## config.mk

```make
export PLATFORM = sky130hd
export DESIGN_NAME = serial_magnitude_comparator
export DESIGN_NICKNAME = d
export VERILOG_FILES = /design/src/rtl/serial_comparator_pkg.sv /design/src/rtl/four_bit_comparator.sv /design/src/rtl/serial_magnitude_comparator.sv
export SDC_FILE = /design/constraint.sdc
export NUM_CORES = 1
export LEC_CHECK = 0
export BUFFER_PORTS_ARGS = -buffer_cell sky130_fd_sc_hd__buf_2
export CAP_MARGIN = 0
export CORE_MARGIN = 4
export CORE_UTILIZATION = 34
export CTS_CLUSTER_SIZE = 16
export DETAILED_ROUTE_END_ITERATION = 12
export SYNTH_ARGS = -nofsm -noshare
export SYNTH_HDL_FRONTEND = slang
export SYNTH_SLANG_ARGS = --single-unit
```

## constraint.sdc

```tcl
create_clock -name clk_i -period 5 [get_ports clk_i]
set_input_delay 0.75 -clock clk_i [delete_from_list [all_inputs] [get_ports clk_i]]
set_output_delay 0.75 -clock clk_i [all_outputs]
set_load 0.1 [all_outputs]
```

## src/rtl/serial_comparator_pkg.sv

```systemverilog
// Shared types and constants for the serial magnitude comparator and its nibble datapath.
// Result-flag indices match the bit positions of the four_bit_comparator C bus.
package serial_comparator_pkg;

    localparam int NIBBLE_WIDTH = 4;

    localparam int EQ = 0;
    localparam int GT = 1;
    localparam int LT = 2;

    typedef enum logic [1:0] {
        IDLE    = 2'd0,
        COMPARE = 2'd1,
        DONE    = 2'd2
    } state_t;

endpackage

```

## src/rtl/four_bit_comparator.sv

```systemverilog
// Purpose: combinational magnitude compare of two nibbles, one-hot C bus {LT,GT,EQ}.
// Latency: 0 cycles (pure combinational).
// Backpressure: none; the caller owns all flow control.
module four_bit_comparator
    import serial_comparator_pkg::*;
(
    input  logic [NIBBLE_WIDTH-1:0] a,
    input  logic [NIBBLE_WIDTH-1:0] b,
    output logic [2:0]              c
);

    always_comb begin
        c     = '0;
        c[EQ] = (a == b);
        c[GT] = (a > b);
        c[LT] = (a < b);
    end

endmodule

```

## src/rtl/serial_magnitude_comparator.sv

```systemverilog
// Purpose: compares two DATA_WIDTH operands one nibble per cycle, MSB first, exiting at the first difference.
// Latency: k+1 cycles from accept to out_valid_o, k = 1-based index of first differing nibble (NIBBLES if equal).
// Backpressure: one operation in flight; in_ready_o low until the result is taken; out_ready_i low holds DONE.
// Optional: SERIAL_COMPARATOR_SIGNED_EN selects two's-complement compare (sign decided in the first cycle).
module serial_magnitude_comparator
    import serial_comparator_pkg::*;
#(
    parameter  int DATA_WIDTH = 16,
    localparam int CNT_WIDTH  = $clog2(DATA_WIDTH / 4) + 1
) (
    input  logic                  clk_i,
    input  logic                  rst_ni,
    input  logic                  in_valid_i,
    output logic                  in_ready_o,
    input  logic [DATA_WIDTH-1:0] a_i,
    input  logic [DATA_WIDTH-1:0] b_i,
    output logic                  out_valid_o,
    input  logic                  out_ready_i,
    output logic                  aeqb_o,
    output logic                  agtb_o,
    output logic                  altb_o,
    output logic [CNT_WIDTH-1:0]  cycles_o
);

    localparam int NIBBLES = DATA_WIDTH / NIBBLE_WIDTH;

    if ((DATA_WIDTH % NIBBLE_WIDTH) != 0 || DATA_WIDTH < NIBBLE_WIDTH) begin : g_bad_width
        $error("serial_magnitude_comparator: DATA_WIDTH must be a positive multiple of 4");
    end

    state_t                  state;
    logic [DATA_WIDTH-1:0]   a_q;
    logic [DATA_WIDTH-1:0]   b_q;
    logic [CNT_WIDTH-1:0]    idx;
    logic [NIBBLE_WIDTH-1:0] nib_a;
    logic [NIBBLE_WIDTH-1:0] nib_b;
    logic [2:0]              cmp_c;
    logic                    dec_gt;
    logic                    dec_lt;

    assign nib_a = a_q[int'(idx) * NIBBLE_WIDTH +: NIBBLE_WIDTH];
    assign nib_b = b_q[int'(idx) * NIBBLE_WIDTH +: NIBBLE_WIDTH];

    four_bit_comparator u_cmp (
        .a (nib_a),
        .b (nib_b),
        .c (cmp_c)
    );

`ifdef SERIAL_COMPARATOR_SIGNED_EN
    // First compare cycle with differing sign bits: the sign alone decides.
    logic sign_diff;
    assign sign_diff = (cycles_o == '0) && (a_q[DATA_WIDTH-1] != b_q[DATA_WIDTH-1]);
    assign dec_gt    = sign_diff ? b_q[DATA_WIDTH-1] : cmp_c[GT];
    assign dec_lt    = sign_diff ? a_q[DATA_WIDTH-1] : cmp_c[LT];
`else
    assign dec_gt    = cmp_c[GT];
    assign dec_lt    = cmp_c[LT];
`endif

    always_ff @(posedge clk_i or negedge rst_ni) begin
        if (!rst_ni) begin
            state       <= IDLE;
            in_ready_o  <= 1'b1;
            out_valid_o <= 1'b0;
            aeqb_o      <= 1'b0;
            agtb_o      <= 1'b0;
            altb_o      <= 1'b0;
            cycles_o    <= '0;
            a_q         <= '0;
            b_q         <= '0;
            idx         <= '0;
        end else begin
            case (state)
                IDLE: begin
                    if (in_valid_i) begin
                        a_q        <= a_i;
                        b_q        <= b_i;
                        idx        <= CNT_WIDTH'(NIBBLES - 1);
                        cycles_o   <= '0;
                        in_ready_o <= 1'b0;
                        state      <= COMPARE;
                    end
                end
                COMPARE: begin
                    cycles_o <= cycles_o + CNT_WIDTH'(1);
                    if (dec_gt || dec_lt) begin
                        agtb_o      <= dec_gt;
                        altb_o      <= dec_lt;
                        aeqb_o      <= 1'b0;
                        out_valid_o <= 1'b1;
                        state       <= DONE;
                    end else if (idx == '0) begin
                        aeqb_o      <= cmp_c[EQ];
                        out_valid_o <= 1'b1;
                        state       <= DONE;
                    end else begin
                        idx <= idx - CNT_WIDTH'(1);
                    end
                end
                DONE: begin
                    // in_ready_o is registered, so it rises in the IDLE cycle after the handshake.
                    if (out_ready_i) begin
                        out_valid_o <= 1'b0;
                        aeqb_o      <= 1'b0;
                        agtb_o      <= 1'b0;
                        altb_o      <= 1'b0;
                        in_ready_o  <= 1'b1;
                        state       <= IDLE;
                    end
                end
                default: begin
                    state       <= IDLE;
                    in_ready_o  <= 1'b1;
                    out_valid_o <= 1'b0;
                end
            endcase
        end
    end

endmodule
```

# Yosys cells after proc, flatten, opt, wreduce, memory -nomap -nowiden
# Index checks and enable logic that the tools add are counted.
# word_totals
reg_bits	45
word_cells	65
ram_bits	0
out_inout_bits	8
mem_bits_ro	0
latch_bits	0
n_memories	0
input_bits	36
# classes
mul	0
n_reduce_logical	13
n_bitwise	2
mux	25
shifts	2
div_mod_pow	0
eq_ne	9
n_lt_le_gt_ge	2
addsub	2
# op_table
cell	count
$shiftx A16 B6 Y4	2
$reduce_and A3 Y1	5
$mux W3	4
$pmux W3 S2	2
$ne A2 B2 Y1 const B	5
$mux W1	9
$mux W2	4
$pmux W1 S2	3
$pmux W1 S3	2
$pmux W2 S3	1
$eq A4 B4 Y1	1
$gt A4 B4 Y1	1
$lt A4 B4 Y1	1
$reduce_and A2 Y1	2
$reduce_and A4 Y1	1
$reduce_bool A2 Y1	2
$add A3 B1 Y3 const B	1
$logic_not A3 Y1	1
$ne A3 B3 Y1 const B	1
$sub A3 B1 Y3 const B	1
$eq A2 B1 Y1 const B	1
$eq A2 B2 Y1 const B	1
$logic_not A2 Y1	1
$not A1 Y1	2
$logic_or A1 B1 Y1	1

# Logic depth before layout (Yosys ltp)
# Gate-level depths: netlist of run 1.
# logic_depth
depth_word	5
mapped_depth	8
depth_no_buf	7

# By module
# From an unflattened synthesis of run 1, not the netlist that was laid out.
# hier_totals
hier_cells	165
hier_area_um2	2235.9
# modules_own_cells
module	cells_per_inst	area_per_inst_um2	seq_area_each_um2	n_inst
serial_magnitude_comparator	149	2107.0	1127.3	1
four_bit_comparator	16	128.9	0.0	1

# Least setup slack after synthesis of run 1
# No wires, ideal clock.
# synth_path
path_type	reg-to-reg
from	register idx[0]
to	register state[0]
t_required_ns	4.873
slack_ns	2.446
setup_time_ns	0.127
path_stages_with_launch	9
t_arrival_ns	2.427
path_buffers	1
synth_period_minus_slack_ns	2.554
path_cell_list	dfrtp_1 > buf_2 > mux4_2 > nor2b_1 > ha_1 > a21oi_2 > a31o_2 > nor3_4 > or2_2
# synth_between
elab_chain_cells	5
word_cells_on_any_way	10
classes_between	2 x order compare; 1 x eq/ne; 2 x shift; 2 x mux; 3 x reduce/logical
# synth_lines
element	line	text
start: declaration	serial_magnitude_comparator.sv:34	logic [CNT_WIDTH-1:0] idx;
start signal: assignment	serial_magnitude_comparator.sv:79	idx <= CNT_WIDTH'(NIBBLES - 1);
start signal: assignment	serial_magnitude_comparator.sv:98	idx <= idx - CNT_WIDTH'(1);
$shiftx A16 B6 Y4, on equally long branches	serial_magnitude_comparator.sv:41, serial_magnitude_comparator.sv:42	
$gt A4 B4 Y1 or $lt A4 B4 Y1 (tied branches)	four_bit_comparator.sv:15, four_bit_comparator.sv:16	
$logic_or A1 B1 Y1	serial_magnitude_comparator.sv:87	if (dec_gt || dec_lt) begin
$ne A3 B3 Y1 (no line) or $mux W2 (tied branches)	--	
$reduce_and A3 Y1 (no line) or $pmux W2 S3 (tied branches)	--	
end signal: assignment	serial_magnitude_comparator.sv:82	state <= COMPARE;
end signal: assignment	serial_magnitude_comparator.sv:92	state <= DONE;
end signal: assignment	serial_magnitude_comparator.sv:96	state <= DONE;
end: declaration	serial_magnitude_comparator.sv:31	state_t state;
# Several ways; a longest one is shown, not always the timed one.
# A chain may end at the register's enable or synchronous reset.

# Final worst setup path of run 1
# Same ends and word-level chain as after synthesis.

==> results.yml, run 1 <==
clocking:
  ctsHoldBuffers: 0
  cts_made_buffers: 5
  tritoncts: "built"
  cts_resized: 0
  clock-sinks: 45
  clkLatencyLatePin_ps: 300
  clockRootBuffer: "clkbuf_8"
  post_cts_buffers: 0
  clk_path_buf_depth: 2
  htreeDepth: 2
  clk_pin_slew_ps: 80
floorplan:
  start_util_pct: 35.1
  chipHeight_um: 89.0
  dieArea_um2: 7920
  rows: 29
  core_area_um2: 6350
  pin_count: 44
  die_x_um: 89.0
critical_path:
  r2r-end: "state[0]"
  end_kind: "flop"
  critPathKind: "flop to flop"
  arrival_ps: 3000
  reg2reg_depth: 7
  reg2reg_slack_ps: 2190
  worstPathRequired_ps: 5190
  worstSetupStartpointType: "flop"
  crit_fanout: 11
  r2r-start: "idx[0]"
place:
  dp_hpwl_um: 2950
  place_congestion: 0.781
  post-place-cells: 278
  portBuffers: 43
  placed_area_um2: 2500
  place_ws_ps: 2150
power_and_ir_drop:
  netSwitchingFraction_pct: 41.4
  power_per_cell_area_nw_per_um2: 678
  intPower_mw: 1.03
  power_leakage_nw: 1.18
  power_mw: 1.76
  peakVddDrop_uv: 403
  pwr-share-comb_pct: 50.0
  p_sw_mw: 0.727
  pwr-share-seq_pct: 37.2
  pwr-share-clk_pct: 12.8
global_routing:
  top_usage_layer: "met2"
  grt_max_degree: 46
  use_met3_pct: 4.15
  grt_pass1_vias: 1471
  grt_pass1_wl_um: 7020
  met2_usage_pct: 18.3
  met1_usage_pct: 15.6
  antenna_found_initial: 0
  overflow: 0
  track_usage_pct: 11.8
hold_path:
  whs_path_depth: 2
  hold_path.class: "flop to flop"
  min_from: "out_valid_o"
  hold_path_end: "out_valid_o"
timing:
  skew_ps: 5.21
  hold_viol: 0
  period_share_pct: 56.2
  maxSlewHeadroom_pct: 33.0
  tightestPinTransition_ps: 1000
  fin_setup_tns_ps: 0
  drv_slew: 0
  worst_slack_ps: 2190
  finalCriticalPeriod_ps: 2810
  setup_viol: 0
  grt_setup_unrepaired: "false"
  fmax_ghz: 0.356
detailed_routing:
  routedWlPerCell_um: 14.4
  postRouteAntennaNets: 0
  drtIter0Drc: 65
  viasPerCell: 4.94
  wirelength_um: 4110
  drc: 0
  first_pass_iters: 3
  vias: 1412
layout:
  areaGrowthSynthToFinish_pct: 16.2
  drive_gt1_share_pct: 47.8
  fin_area_um2: 2590
  diodes: 0
  nNetsFinal: 251
  finalNonFillerCells: 286
synthesis:
  ys_warn_count: 0
  post_synth_inst_count: 166
  post_synth_instance_area_um2: 2230
  yosysSeqAreaShare_pct: 50.6
  syn_avg_cell_area_um2: 13.4
  synth_nets: 209
  synth_cell_type_count: 31
  synth-seq-cells: 45
job:
  drv_cap: 0
run_status:
  outcome: "finished, final reports clean"
-- sequential cells by signal, indices dropped and copies added (netlist names), 2 cells and up --
name,cells
cycles_o,3
idx,3
a_q,16
state,2
b_q,16
-- worst max-delay path by stage --
stage / cells past startpoint / from / end / slack, ps
2_1_floorplan: 8 / idx[0] / state[0] / 2450
3_3_place_gp: 7 / idx[0] / state[0] / 2170
3_5_place_dp: 7 / idx[0] / state[0] / 2150
4_1_cts: 7 / idx[0] / state[0] / 2130
5_1_grt: 7 / idx[0] / idx[1] / 1980
6_report: 7 / idx[0] / state[0] / 2190
-- per-layer routing --
layer | vias to the layer above | wire length [um]
met4 | 0 | 58
met2 | 32 | 1890
met3 | 8 | 269
met1 | 688 | 1900
li1 | 684 | -
met5 | - | 0
-- synth_stat cells (all sizes together) --
library cell,n,share of area [%]
and3,1,0.28
a31o,3,1.2
nand3b,1,0.34
a22o,2,0.79
inv,4,0.67
nand2b,8,2.2
ha,7,3.9
clkbuf,2,0.34
dfrtp,44,49
a21oi,8,2.0
mux2,33,17
nor3,2,0.95
buf,6,1.3
nand2,7,1.2
a221oi,1,0.39
o21bai,1,0.34
o21ai,7,1.6
mux2i,2,0.90
nand4,1,0.95
nor2,7,1.5
a211o,1,0.39
dfstp,1,1.2
nor2b,6,1.7
and2,1,0.28
a311oi,1,1.2
mux4,8,8.1
or2,1,0.28
-- cell usage in the layout, fill, tap and decap left out, drive strengths merged --
master	count
dfrtp	44
buf	43
mux2	33
mux4	8
nand2b	8
a21oi	8
nand2	7
o21ai	7
ha	7
nor2	7
nor2b	6
clkbuf	6
inv	4
a31o	3
mux2i	2
a22o	2
clkinvlp	2
nor3	2
nand4	1
o21bai	1
or2	1
a221oi	1
a311oi	1
and2	1
nand3b	1
and3	1
a211o	1
dfstp	1
-- final cells by class --
class                   count  area [um2]
clock buffers               6        72.6
well taps                  77        96.3
inverters                   4        15.0
flip-flops and latches     45        1130
repair buffers             43         215
fillers                   636        3760
clock inverters             2        15.0
multi-input cells         109        1050
-- power by group through the flow --
stage	clock network, mW	registers (mW)	logic, mW
3_5_place_dp	0	0.667	0.888
4_1_cts	0.235	0.659	0.893
2_1_floorplan	0	0.766	0.629
5_1_grt	0.253	0.682	0.965
6_report	0.225	0.653	0.878
3_3_place_gp	0	0.662	0.877
-- metrics by stage --
stage / util (%) / hold WS, ps
after floorplan: - / 452
after global placement: 39.4 / 485
after detailed placement: 39.4 / 481
after CTS: 40.8 / 500
after global routing: 40.8 / 526
final: 40.8 / 494
-- critical path, stage by stage, from the launching register on --
cell and delay (ps):
dfrtp_1 710, mux4_2 560, nor2b_1 150, ha_1 380, a21oi_2 260, a31o_2 250, nor3_4 70, or2_2 300
-- cell families (layout without fill, tap and decap cells) --
family,after synthesis,count (layout),share of synthesized area (%)
flip-flops,45,45,50.6
multiplexers,43,43,25.6
AND/OR/NAND/NOR,35,35,9.71
AO/OA/AOI/OAI,24,24,7.80
buffers and inverters,12,55,2.36
adder cells (fa/ha/maj),7,7,3.93
Power figures use the tool's default switching activity.
==> run 2, diff against run 1 <==
- ABC_AREA: not set -> 1
- clock period: 5 -> 2.8 ns (I/O delays scaled with it)
==> run 2 against run 1 <==
Compared with the run above: synthesized cell count grew 28%; cell count grew 17%; power grew 99%; sequential power grew 87%; clock power grew 73%; routed wire length grew 14%; area after synthesis grew 3.5%; global-route usage grew 0.11 points.
==> results.yml, run 2 <==
run_status:
  outcome: "finished, final reports clean"
timing:
  fmax_ghz: 0.422
  setup_viol: 0
  finalCriticalPeriod_ps: 2370
  fin_setup_tns_ps: 0
  skew_ps: 8.17
  maxSlewHeadroom_pct: 32.7
  grt_setup_unrepaired: "false"
  hold_viol: 0
  tightestPinTransition_ps: 1010
  whs_ps: 286
  period_share_pct: 84.7
  drv_slew: 0
critical_path:
  worstSetupStartpointType: "flop"
  end_kind: "flop"
  r2r-end: "idx[0]"
  cpMostUsedCell: "nand2_1"
  worstPathRequired_ps: 3010
  crit_chain: "clkinv_1 -> nor2_1 -> o21ai_0 -> a21oi_1 -> ha_1 -> nand2_1 -> nand2_1 -> nand2_1 -> nand2_1 -> nand3_2 -> nand2_2 -> nor2_1 -> nor2_1"
  r2r-start: "idx[1]"
  crit_cells: 13
  arrival_ps: 2580
  critPathKind: "flop to flop"
  reg2reg_slack_ps: 430
  reg2reg_depth: 13
  path_buf_inv: 1
  crit_fanout: 11
  critical-path-top-delay-family: "simple AND/OR/NAND/NOR gates"
  critical-path-max-stage-delay_ps: 500
  cp_slowest_cell: "dfrtp_1"
detailed_routing:
  viasPerCell: 4.80
  postRouteAntennaNets: 0
  drtIter0Drc: 52
  vias: 1603
  first_pass_iters: 4
  drc: 0
  routedWlPerCell_um: 14.0
  wirelength_um: 4680
floorplan:
  die_x_um: 90.4
  start_util_pct: 35.7
  dieArea_um2: 8170
  core_area_um2: 6460
  chipHeight_um: 90.4
  pin_count: 44
  rows: 29
clocking:
  clk_path_buf_depth: 2
  tritoncts: "built"
  post_cts_buffers: 0
  cts_resized: 0
  clkLatencyLatePin_ps: 300
  htreeDepth: 2
  cts_made_buffers: 5
  clockRootBuffer: "clkbuf_8"
  ctsHoldBuffers: 0
  clk_pin_slew_ps: 80
  clock-sinks: 45
layout:
  areaGrowthSynthToFinish_pct: 14.6
  nNetsFinal: 299
  fill_cells: 649
  reg.largest.list: "a_q x16, b_q x16"
  drive_gt1_share_pct: 38.1
  seqCellArea_um2: 1130
  multiInputGateArea_um2: 1070
  diodes: 0
  layout_common_cells: "44 x dfrtp_1, 43 x buf_2, 29 x nor2_1"
  final_common_cell: "dfrtp_1"
synthesis:
  post_synth_inst_count: 213
  synth_fa_ha_area_share_pct: 3.80
  synth_compound_area_share_pct: 8.08
  synth_edf_count: 0
  synthMuxAreaShare_pct: 19.8
  ys_warn_count: 0
  synthSimpleGateAreaFrac_pct: 14.1
  synth_top_family_by_area: "multiplexers"
  synth-seq-cells: 45
  synth_cell_type_count: 25
  ys_top_cells_by_area: "dfrtp_1 48%, mux2_4 17%, nor2_1 4.7%"
  yosys.area_share.xor_xnor_pct: 0.380
  async_reset_ff_share_pct: 100
  yosysSeqAreaShare_pct: 48.9
  syn_avg_cell_area_um2: 10.8
  synth_top_cell_area_share_pct: 47.7
  yosysTopAreaCell: "dfrtp_1"
  synthFlopType: "dfrtp_1"
  synth_nets: 256
  post_synth_instance_area_um2: 2310
  synth_common_cells: "44 x dfrtp_1, 29 x nor2_1, 28 x nand2_1"
  synth.most_common_cell: "dfrtp_1"
power_and_ir_drop:
  peakVddDrop_uv: 785
  power_per_cell_area_nw_per_um2: 1320
  power_leakage_nw: 1.35
global_routing:
  antenna_found_initial: 0
  grt_pass1_wl_um: 7750
  grt_pass1_vias: 1523
  grt_max_degree: 46
  track_usage_pct: 11.9
  overflow: 0
hold_path:
  hold_path.class: "input pin to async pin"
place:
  place_congestion: 0.823
  portBuffers: 43
  dp_hpwl_um: 3330
job:
  drv_cap: 0
-- run 2: kinds of logic after synthesis --
family	Yosys count
XOR/XNOR	1
buffers and inverters	21
adder cells (fa/ha/maj)	7
flip-flops	45
multiplexers	32
AND/OR/NAND/NOR	73
AO/OA/AOI/OAI	34
-- run 2: stage by stage --
step	power [mW]	instance area [um2]	setup slack [ps]	instances	utilization (%)
finish	3.49	2640	430	334	40.9
floorplan	2.79	2310	845	213	-
detailed placement	3.13	2560	457	326	39.7
CTS	3.54	2640	440	334	40.9
global route	3.81	2640	143	334	40.9
global placement	3.10	2560	512	326	39.7
-- run 2: final cells by class --
cell class	count	share of cell area (%)
timing repair buffer	44	8.42
sequential	45	42.6
tap	77	3.64
inverter	13	1.85
clock buffer	6	2.74
clock inverter	2	0.379
multi-input combinational	147	40.3
-- run 2: how the worst max path moves through the flow --
stage / start / endpoint / slack, ps
CTS: idx[1] / idx[0] / 440
floorplan: idx[0] / idx[0] / 840
finish: idx[1] / idx[0] / 430
global route: idx[1] / idx[2] / 140
global placement: idx[1] / idx[0] / 510
detailed placement: idx[1] / idx[0] / 460
-- run 2: report_power, final --
group | total (mW) | leakage (nW) | switching (mW) | internal [mW]
Sequential | 1.22 | 0.536 | 0.245 | 0.970
Combinational | 1.89 | 0.772 | 1.10 | 0.785
Clock | 0.390 | 0.0450 | 0.217 | 0.173
-- run 2: per-layer routing --
metal	wire (um)	up-vias	GRT usage, %
met2	1960	33	16.6
met1	2400	766	17.0
li1	-	797	-
met5	0	-	0
met3	243	7	3.67
met4	82	0	4.97
==> run 3, diff against run 2 <==
- clock period: 2.8 -> 2.04 ns (I/O delays scaled with it)
==> run 3 against run 2 <==
Compared with the run above: the run now ends with hold timing, setup timing left; design area increased by 8.9%; sequential share of layout area decreased by 3.5 points; critical path depth unchanged; register-to-register slack got worse by 440 ps; first-iteration DRC count decreased by 19%; clock skew decreased by 3.4 ps; fmax increased by 16%; sequential power increased by 35%; non-clock buffer count increased by 10; global-route usage increased by 0.71 points; sequential cell count unchanged.
==> results.yml, run 3 (synthesized netlist as in run 2, its figures left out) <==
run_status:
  outcome: "finished, violations left"
  violations: "hold timing, setup timing"
timing:
  worst_slack_ps: -7.49
  setup_viol: 1
  skew_ps: 4.80
  period_share_pct: 100
  hold_viol: 22
  tightestPinTransition_ps: 622
  drv_slew: 0
  fmax_ghz: 0.488
  whs_ps: -13.5
  finalCriticalPeriod_ps: 2050
  grt_setup_unrepaired: "true"
  maxSlewHeadroom_pct: 58.5
  fin_setup_tns_ps: -7.49
power_and_ir_drop:
  power_mw: 5.76
  power_per_cell_area_nw_per_um2: 2000
  intPower_mw: 3.21
  peakVddDrop_uv: 815
  power_leakage_nw: 1.44
  pwr-share-clk_pct: 11.3
  netSwitchingFraction_pct: 44.3
  p_sw_mw: 2.55
  pwr-share-comb_pct: 60.0
  pwr-share-seq_pct: 28.6
critical_path:
  reg2reg_slack_ps: -7
  worstSetupStartpointType: "flop"
  end_kind: "flop"
  r2r-end: "idx[0]"
  crit_fanout: 7
  critical-path-max-stage-delay_ps: 440
  r2r-start: "idx[0]"
  cp_slowest_cell: "dfrtp_2"
  critical-path-top-delay-family: "simple AND/OR/NAND/NOR gates"
  crit_chain: "buf_6 -> o21ai_0 -> o22ai_1 -> nand2_1 -> ha_4 -> nand2_1 -> inv_2 -> nand2_4 -> nor2_4 -> nand3_4 -> nand2_4 -> nor2_2 -> nor2_1"
  path_buf_inv: 2
  arrival_ps: 2270
  worstPathRequired_ps: 2260
  reg2reg_depth: 13
  critPathKind: "flop to flop"
detailed_routing:
  routedWlPerCell_um: 14.3
  wirelength_um: 4920
  drc: 0
  postRouteAntennaNets: 0
  vias: 1618
  viasPerCell: 4.72
  first_pass_iters: 4
  drtIter0Drc: 42
place:
  place_ws_ps: -32.9
  dp_hpwl_um: 3360
  placed_area_um2: 2610
  place_congestion: 0.806
  portBuffers: 43
  post-place-cells: 331
layout:
  finalNonFillerCells: 343
  areaGrowthSynthToFinish_pct: 24.8
  nNetsFinal: 309
  layout_common_cells: "43 x dfrtp_1, 43 x buf_2, 26 x mux2_4"
  fin_area_um2: 2880
  drive_gt1_share_pct: 48.1
  diodes: 0
  reg.largest.list: "a_q x16, b_q x16"
global_routing:
  grt_pass1_vias: 1706
  antenna_found_initial: 0
  grt_pass1_wl_um: 8280
  overflow: 0
  grt_max_degree: 37
  track_usage_pct: 12.6
clocking:
  clk_pin_slew_ps: 80
  clock-sinks: 45
  clkLatencyLatePin_ps: 290
  clk_path_buf_depth: 2
  ctsHoldBuffers: 0
  cts_made_buffers: 5
  htreeDepth: 2
  tritoncts: "built"
  clockRootBuffer: "clkbuf_8"
hold_path:
  hold_path.class: "input pin to async pin"
floorplan:
  pin_count: 44
  start_util_pct: 35.7
  core_area_um2: 6460
  die_x_um: 90.4
  rows: 29
  dieArea_um2: 8170
  chipHeight_um: 90.4
job:
  drv_cap: 0
run 3: worst max path at each step:
| stage | start | endpoint | slack (ps) | cells past startpoint |
|---|---|---|---|---|
| after floorplan | idx[0] | idx[0] | 80 | 12 |
| after global placement | idx[0] | idx[0] | 20 | 12 |
| after detailed placement | idx[0] | idx[0] | -30 | 12 |
| after CTS | idx[0] | idx[2] | 8 | 14 |
| after global routing | idx[0] | idx[0] | -180 | 14 |
| final | idx[0] | idx[0] | -7 | 13 |
run 3: cell type report:
cell class / count / area, um2
Clock inverter: 2 / 35.0
Tap cell: 77 / 96.3
Multi-Input combinational cell: 147 / 1170
Sequential cell: 45 / 1130
Clock buffer: 5 / 68.8
Inverter: 13 / 51.3
Fill cell: 604 / 3580
Timing Repair Buffer: 54 / 329
run 3: power groups by stage:
stage | registers (mW) | logic (mW) | clock network (mW)
6_report | 1.65 | 3.46 | 0.653
5_1_grt | 1.71 | 3.80 | 0.716
4_1_cts | 1.63 | 2.88 | 0.670
3_5_place_dp | 1.63 | 2.75 | 0
3_3_place_gp | 1.63 | 2.70 | 0
2_1_floorplan | 1.98 | 1.85 | 0
run 3: per-layer routing:
layer / GRT usage [%] / wire, um
met1: 18.0 / 2460
met2: 18.7 / 2160
met3: 3.42 / 255
met4: 3.70 / 42
met5: 0 / 0
run 3: timing repair:
item                                    4_1_cts  5_1_grt
resized for setup                             9       33
pin swaps                                     4       20
setup buffers                                 0        4
cloned                                        1        0
endpoints found under the setup margin        4        9
endpoints found under the hold margin         0        0
run 3: through the flow:
step / hold slack, ps / util, %
2_1_floorplan: 10.4 / -
3_3_place_gp: 324 / 40.4
3_5_place_dp: 325 / 40.4
4_1_cts: 5.74 / 42.6
5_1_grt: 14.5 / 44.6
6_report: -13.5 / 44.6
